`config.mk`:
```
export PLATFORM = sky130hd
export DESIGN_NAME = max_pool_2x2
export DESIGN_NICKNAME = d
export VERILOG_FILES = /design/src/rtl/max_pool_2x2.sv
export SDC_FILE = /design/constraint.sdc
export NUM_CORES = 1
export LEC_CHECK = 0
export BUFFER_PORTS_ARGS = -buffer_cell sky130_fd_sc_hd__buf_2
export CAP_MARGIN = 0
export CORE_ASPECT_RATIO = 0.9
export CORE_MARGIN = 10
export CORE_UTILIZATION = 55
export DETAILED_ROUTE_END_ITERATION = 8
export PLACE_DENSITY = 0.76
export SYNTH_ARGS = -nofsm -noshare
export SYNTH_HDL_FRONTEND = slang
export SYNTH_SLANG_ARGS = --single-unit
```
`constraint.sdc`:
```
create_clock -name clk -period 8.76 [get_ports clk]
set_input_delay 0.876 -clock clk [delete_from_list [all_inputs] [get_ports clk]]
set_output_delay 0.876 -clock clk [all_outputs]
set_load 0.1 [all_outputs]
```
`src/rtl/max_pool_2x2.sv`:
```
// rtl/max_pool_2x2.sv - streaming 2x2 stride-2 signed max-pool with one half-row line buffer
`timescale 1ns/1ps
module max_pool_2x2 #(
   parameter int DATA_WIDTH = 16,
   parameter int IMG_WIDTH  = 32,
   parameter int IMG_HEIGHT = 32
) (
   input  logic                         clk,
   input  logic                         rst,
   input  logic signed [DATA_WIDTH-1:0] in_data,
   input  logic                         in_valid,
   output logic                         in_ready,
   output logic signed [DATA_WIDTH-1:0] out_data,
   output logic                         out_valid,
   input  logic                         out_ready,
   output logic                         out_last
);

   localparam int LB_DEPTH = IMG_WIDTH / 2;
   localparam int COL_W    = (IMG_WIDTH > 1)  ? $clog2(IMG_WIDTH)  : 1;
   localparam int ROW_W    = (IMG_HEIGHT > 1) ? $clog2(IMG_HEIGHT) : 1;
   localparam int LB_AW    = (LB_DEPTH > 1)   ? $clog2(LB_DEPTH)   : 1;
   localparam logic [COL_W-1:0] COL_LAST = COL_W'(IMG_WIDTH - 1);
   localparam logic [ROW_W-1:0] ROW_LAST = ROW_W'(IMG_HEIGHT - 1);

   typedef enum logic {
      EVEN_ROW = 1'b0,
      ODD_ROW  = 1'b1
   } state_t;

   state_t                       state_q;
   logic [COL_W-1:0]             col_q, col_d;
   logic [ROW_W-1:0]             row_q, row_d;
   logic signed [DATA_WIDTH-1:0] h_reg_q;
   logic signed [DATA_WIDTH-1:0] out_data_q;
   logic                         out_valid_q;
   logic                         out_last_q;
   logic signed [DATA_WIDTH-1:0] lbuf_q [LB_DEPTH];

   logic                         accept;
   logic                         col_wrap;
   logic                         pool_load;
   logic                         frame_end;
   logic [LB_AW-1:0]             lb_idx;
   logic signed [DATA_WIDTH-1:0] hmax;
   logic signed [DATA_WIDTH-1:0] lbuf_rd;
   logic signed [DATA_WIDTH-1:0] pool_max;

   assign in_ready  = !out_valid_q || out_ready;
   assign accept    = in_valid && in_ready;
   assign col_wrap  = (col_q == COL_LAST);
   assign lb_idx    = LB_AW'(col_q >> 1);
   assign lbuf_rd   = lbuf_q[lb_idx];
   assign frame_end = (row_q == ROW_LAST) && col_wrap;

   // Operands are declared signed, so these compares are two's-complement.
   assign hmax      = (in_data > h_reg_q) ? in_data : h_reg_q;
   assign pool_max  = (hmax > lbuf_rd) ? hmax : lbuf_rd;
   assign pool_load = accept && (state_q == ODD_ROW) && col_q[0];

   always_comb begin
      col_d = col_q + 1'b1;
      row_d = row_q;
      if (col_wrap) begin
         col_d = '0;
         row_d = (row_q == ROW_LAST) ? '0 : row_q + 1'b1;
      end
   end

   always_ff @(posedge clk) begin
      if (!rst) begin
         state_q     <= EVEN_ROW;
         col_q       <= '0;
         row_q       <= '0;
         h_reg_q     <= '0;
         out_data_q  <= '0;
         out_valid_q <= 1'b0;
         out_last_q  <= 1'b0;
      end else begin
         if (accept) begin
            col_q <= col_d;
            row_q <= row_d;
            if (!col_q[0]) begin
               h_reg_q <= in_data;
            end
            if (col_wrap) begin
               state_q <= (state_q == EVEN_ROW) ? ODD_ROW : EVEN_ROW;
            end
         end
         // A new result may replace the beat completing on this same edge.
         if (pool_load) begin
            out_data_q  <= pool_max;
            out_valid_q <= 1'b1;
            out_last_q  <= frame_end;
         end else if (out_valid_q && out_ready) begin
            out_valid_q <= 1'b0;
            out_last_q  <= 1'b0;
         end
      end
   end

   // Every entry is written on an even row before the odd row reads it.
   always_ff @(posedge clk) begin
      if (accept && (state_q == EVEN_ROW) && col_q[0]) begin
         lbuf_q[lb_idx] <= hmax;
      end
   end

   assign out_data  = out_data_q;
   assign out_valid = out_valid_q;
   assign out_last  = out_last_q;

endmodule

```
# Yosys cells after proc, flatten, opt, wreduce, memory -nomap -nowiden
# Memories as Yosys holds them, arrays and structs flattened. A register that Yosys moved wholly into a read port is not among the register bits.
# Cells that the tools add are included.
[word_totals] reg_bits=45 latch_bits=0 ramBits=256 rom_bits=0 input_bits=20 mem_count=1
[mem_list] memory="lbuf_q" words=16 word_bits=16 read_ports=1 rd_ports_with_merged_regs=1 wr=1 line="38" rtl="logic signed [DATA_WIDTH-1:0] lbuf_q [LB_DEPTH];"
[op_classes] addsub=2 n_mul=0 div_mod_pow=0 order_cmp=2 eq_ne=2 n_shift=0 muxes=12 bitwise=2 reduce_logical=12
[ops] cell="> comparator 16 bit" n=2
[ops] cell="two-way mux 16 bit" n=2
[ops] cell="adder 5 x 1 -> 5 bit, second input constant" n=2
[ops] cell="equality test 5 bit, second input constant" n=2
[ops] cell="two-way mux 5 bit" n=2
[ops] cell="two-way mux 4 bit" n=2
[ops] cell="logical AND 1 bit" n=7
[ops] cell="two-way mux 1 bit" n=6
[ops] cell="AND reduction 2 bit" n=2
[ops] cell="NOT 1 bit" n=2
[ops] cell="nonzero test 2 bit" n=1
[ops] cell="logical NOT 1 bit" n=1
[ops] cell="logical OR 1 bit" n=1

# Depth between registers and ports, before layout
[logic_depth] depth_word=7 ltp_mapped=19

# Least setup slack after synthesis
# OpenSTA, ideal clock, no wires.
[synth_path] path_type="input-to-reg" start="input port in_data[13]" end="register out_data_q[11] (netlist: out_data[11])" setup_time_ns=0.122 arrival_time_ns=4.630 required_ns=8.638 setup_slack_ns=4.008 cell_stages=16 n_path_buf=3 cell_sequence="ha_1 -> a21o_1 -> a221oi_1 -> or4b_4 -> nand3_4 -> buf_6 -> mux2_2 -> ha_1 -> nand4_1 -> nor4_1 -> a21oi_1 -> and2_1 -> buf_2 -> and2b_1 -> buf_2 -> a221o_1"
[synth_between] elab_chain_cells=4
[synth_rtl] item="start: declaration" line="10" rtl="input logic signed [DATA_WIDTH-1:0] in_data,"
[synth_rtl] item="> comparator 16 bit" line="57" rtl="assign hmax = (in_data > h_reg_q) ? in_data : h_reg_q;"
[synth_rtl] item="two-way mux 16 bit *" line="57"
[synth_rtl] item="via hmax[13]" line="45" rtl="logic signed [DATA_WIDTH-1:0] hmax;"
[synth_rtl] item="> comparator 16 bit *" line="58" rtl="assign pool_max = (hmax > lbuf_rd) ? hmax : lbuf_rd;"
[synth_rtl] item="two-way mux 16 bit *" line="58"
[synth_rtl] item="end signal: assignment" line="92" rtl="out_data_q <= pool_max;"
[synth_rtl] item="end: declaration" line="35" rtl="logic signed [DATA_WIDTH-1:0] out_data_q;"
# Mark *: on every way through the listed nets, which the timed path passes. The rest lies on a longest branch.
# A chain may end at the register's enable or synchronous reset.

# Worst setup path after layout
[layout_path] start="input port in_data[7]" end="register out_data_q[3] (netlist: out_data[3])"
[layout_between] elab_chain_cells=4
[layout_rtl] item="> comparator 16 bit" line="57"
[layout_rtl] item="two-way mux 16 bit" line="57"
[layout_rtl] item="via hmax[12]" line="45"
[layout_rtl] item="> comparator 16 bit" line="58"
[layout_rtl] item="two-way mux 16 bit" line="58"
# The timed path passes the listed nets, and every way through them passes these cells.

==> key figures <==
Logic synthesis
  – Avg Cell Area, Syn: 17.3 um^2
  – Synth Flop Type: edfxtp_1
  – Yosys top cell area share: 60.8%
  – Syn Inst Count: 732
  – Synth cell types: 51
  – Count leader, synth: edfxtp_1
  – Number of flops mapped to enable cells by yosys: 256
  – Ys async rst share: 0%
  – YS warnings: 0
  – Post-synth design cell area: 12,600 um^2
  – Seq cells post-synth: 305
  – Top cells by count, synth: 256 x edfxtp_1, 64 x mux4_2, 49 x dfxtp_1, 49 x nand2_1, 36 x ha_1
  – Top cells by area, synth: edfxtp_1 61%, mux4_2 11%, dfxtp_1 7.8%
  – Register area share after synthesis: 68.6%
  – Synth area leader: edfxtp_1
  – Post-Syn Nets: 788

Min path
  – Hold WC Path Type: reg -> reg
  – Min-delay src: row_q[4]$_SDFFE_PN0P_

Critical path
  – Crit path DAT: 5.80 ns
  – Crit path kind: in -> reg
  – Crit path launch: in_data[7]
  – CP max FO: 18
  – Worst r2r src: h_reg_q[7]$_SDFFE_PN0P_
  – CP required: 9.23 ns
  – CP endpoint kind: register
  – Startpoint Class: primary input

Timing
  – Count of pins over their slew limit: 0
  – Final period util: 60.8%
  – Minimum hold slack: 0.473 ns
  – Crit path time final: 5.32 ns
  – Unrepaired setup endpoints after global routing: no
  – Max Fclk: 188 MHz
  – Final hold vios: 0
  – Worst-Margin Slew: 1.21 ns
  – Setup TNS: 0 ns
  – Post-route setup slack: 3.44 ns
  – Setup Viol. Count Final: 0
  – Worst slew margin: 19.3%
  – Layout Skew: 0.0119 ns

GRT
  – Grt ovf: 0
  – Largest net degree at the start of global routing: 65
  – Antenna violations before repair: 0
  – Total Routing Usage GR: 18.1%
  – Vias in the first global route: 7,115
  – First-pass GRT wire length: 42,000 um

Route
  – Max layer used: met4
  – DRT antenna net count: 0
  – Vias per inst: 6.30
  – Wire length on met3: 2040 um
  – M1 WL: 11,800 um
  – WL per Instance: 24.9 um
  – Detailed Routing Iterations Pass 1: 6
  – Routed WL: 27,300 um
  – Drt drc: 0
  – Routed vias: 6,905
  – Initial drt markers: 936
  – Met2 wire len: 13,000 um

Placed design
  – IO buf count: 38
  – Post-Place Cells: 1,043
  – RD Place Congestion: 0.888
  – Post-DP HPWL: 17,100 um
  – Pre-CTS WS: 3.06 ns

Clock network
  – Sink Count: 305
  – Worst-skew pair later-pin latency: 0.54 ns
  – Post_cts resized: 0
  – Post-CTS Setup Inserts: 0
  – CTS HTree Levels: 1
  – Cts-stage hold buffer count: 0
  – CTS clock-pin slew for the worst setup and hold paths: 0.06 ns
  – TritonCTS clock tree: yes
  – Clock Tree Buf Depth: 3
  – Root Buffer: clkbuf_16
  – CTS buffer count: 28

Floorplanning
  – Core ar.: 22,600 um^2
  – Initial Util: 56.0%
  – # IOs: 39
  – Die area: 29,500 um^2
  – Chip width: 180 um
  – Standard-cell rows: 52
  – Die H: 164 um

Layout
  – Filler Cells Inserted: 1,557
  – Area growth from synthesis to layout: 11.8%
  – Final #Nets: 832
  – Non-Filler Instances: 1,096
  – Area of the multi-input gates: 3750 um^2
  – Fin util: 62.6%
  – Share of layout cells above drive strength 1: 23.9%
  – Register area: 8670 um^2

Power
  – Pwr dens: 218 nW/um^2
  – Max VDD drop: 0.164 mV
  – Leak Pwr: 4.71 nW

Job
  – Max_cap viols: 0

Run status
  – Status: finished, final reports clean
worst paths after layout:
path | cells past startpoint | endpoint | slack [ns]
setup / recovery | 16 | out_data[3]$_SDFFE_PN0P_ | 3.44
hold reg to reg | 2 | row_q[4]$_SDFFE_PN0P_ | 0.47
hold / removal | 2 | row_q[4]$_SDFFE_PN0P_ | 0.47
setup reg to reg | 16 | out_data[3]$_SDFFE_PN0P_ | 3.52
stage by stage:
stage / power (mW) / area (um^2)
floorplan: 1.79 / 12600
global placement: 1.84 / 13200
detailed placement: 1.85 / 13200
CTS: 3.10 / 14100
global route: 3.18 / 14100
finish: 3.09 / 14100
flip-flops by register name (all words and copies together) (netlist names), named ones only:
signal	count
row_q	5
out_data	16
col_q	5
out_valid	1
h_reg_q	16
lbuf_q	256
out_last	1
state_q	1
critical path, stage by stage:
cell and delay (ns):
buf_2 0.12, ha_1 0.31, a21oi_1 0.15, o21ai_0 0.11, a221oi_1 0.23, or4b_4 0.51
nand3_4 0.25, mux2_2 0.53, ha_1 0.37, nand4_1 0.13, nor4_1 0.39, a21boi_0 0.25
nand4b_1 0.16, and2_1 0.53, and2b_1 0.60, a221o_1 0.27
area by class of cell:
class                   count  area share [%]
repair buffers             53            2.14
clock buffers              36            5.39
multi-input cells         370            26.5
clock inverters            16            1.42
inverters                  18           0.478
diodes                      1          0.0177
flip-flops and latches    305            61.4
well taps                 297            2.63
report_power, final:
| part | internal (mW) | switching [mW] |
|---|---|---|
| Clock | 0.759 | 0.500 |
| Combinational | 0.0766 | 0.132 |
| Sequential | 1.61 | 0.0113 |
| Total | 2.44 | 0.643 |
layer usage:
metal	vias up	track usage (%)
met4	0	4.06
li1	3045	-
met5	-	0
met1	3527	25.5
met3	42	2.90
met2	291	29.5
logic make-up (layout without fill, tap and decap cells):
| family | count (synthesis) | after routing | synth area share, % |
|---|---|---|---|
| AO/OA/AOI/OAI | 107 | 107 | 6.63 |
| XOR/XNOR | 1 | 1 | 0.0693 |
| adder cells (fa/ha/maj) | 36 | 36 | 3.56 |
| buffers and inverters | 57 | 123 | 2.15 |
| flip-flops | 305 | 305 | 68.6 |
| multiplexers | 80 | 80 | 13.0 |
| other | 0 | 1 | 0 |
| AND/OR/NAND/NOR | 146 | 146 | 5.99 |
cells in the final DEF, fill, tap and decap left out, types with 6 or more instances in the layout:
cell type	instances
a221o_1	13
clkinv_2	6
mux2_4	7
nor2_1	18
a21boi_0	23
nor3_1	15
o21ai_0	8
edfxtp_1	256
nand3_1	14
mux2_2	8
clkbuf_16	29
dfxtp_1	47
buf_4	15
ha_1	36
a22o_1	15
inv_1	18
a221oi_1	13
buf_2	38
mux4_2	64
nand4_1	6
nand2_1	49
a21oi_1	14
clkbuf_1	6
nor2b_1	7
No activity file was read; power rests on OpenSTA's default activity.
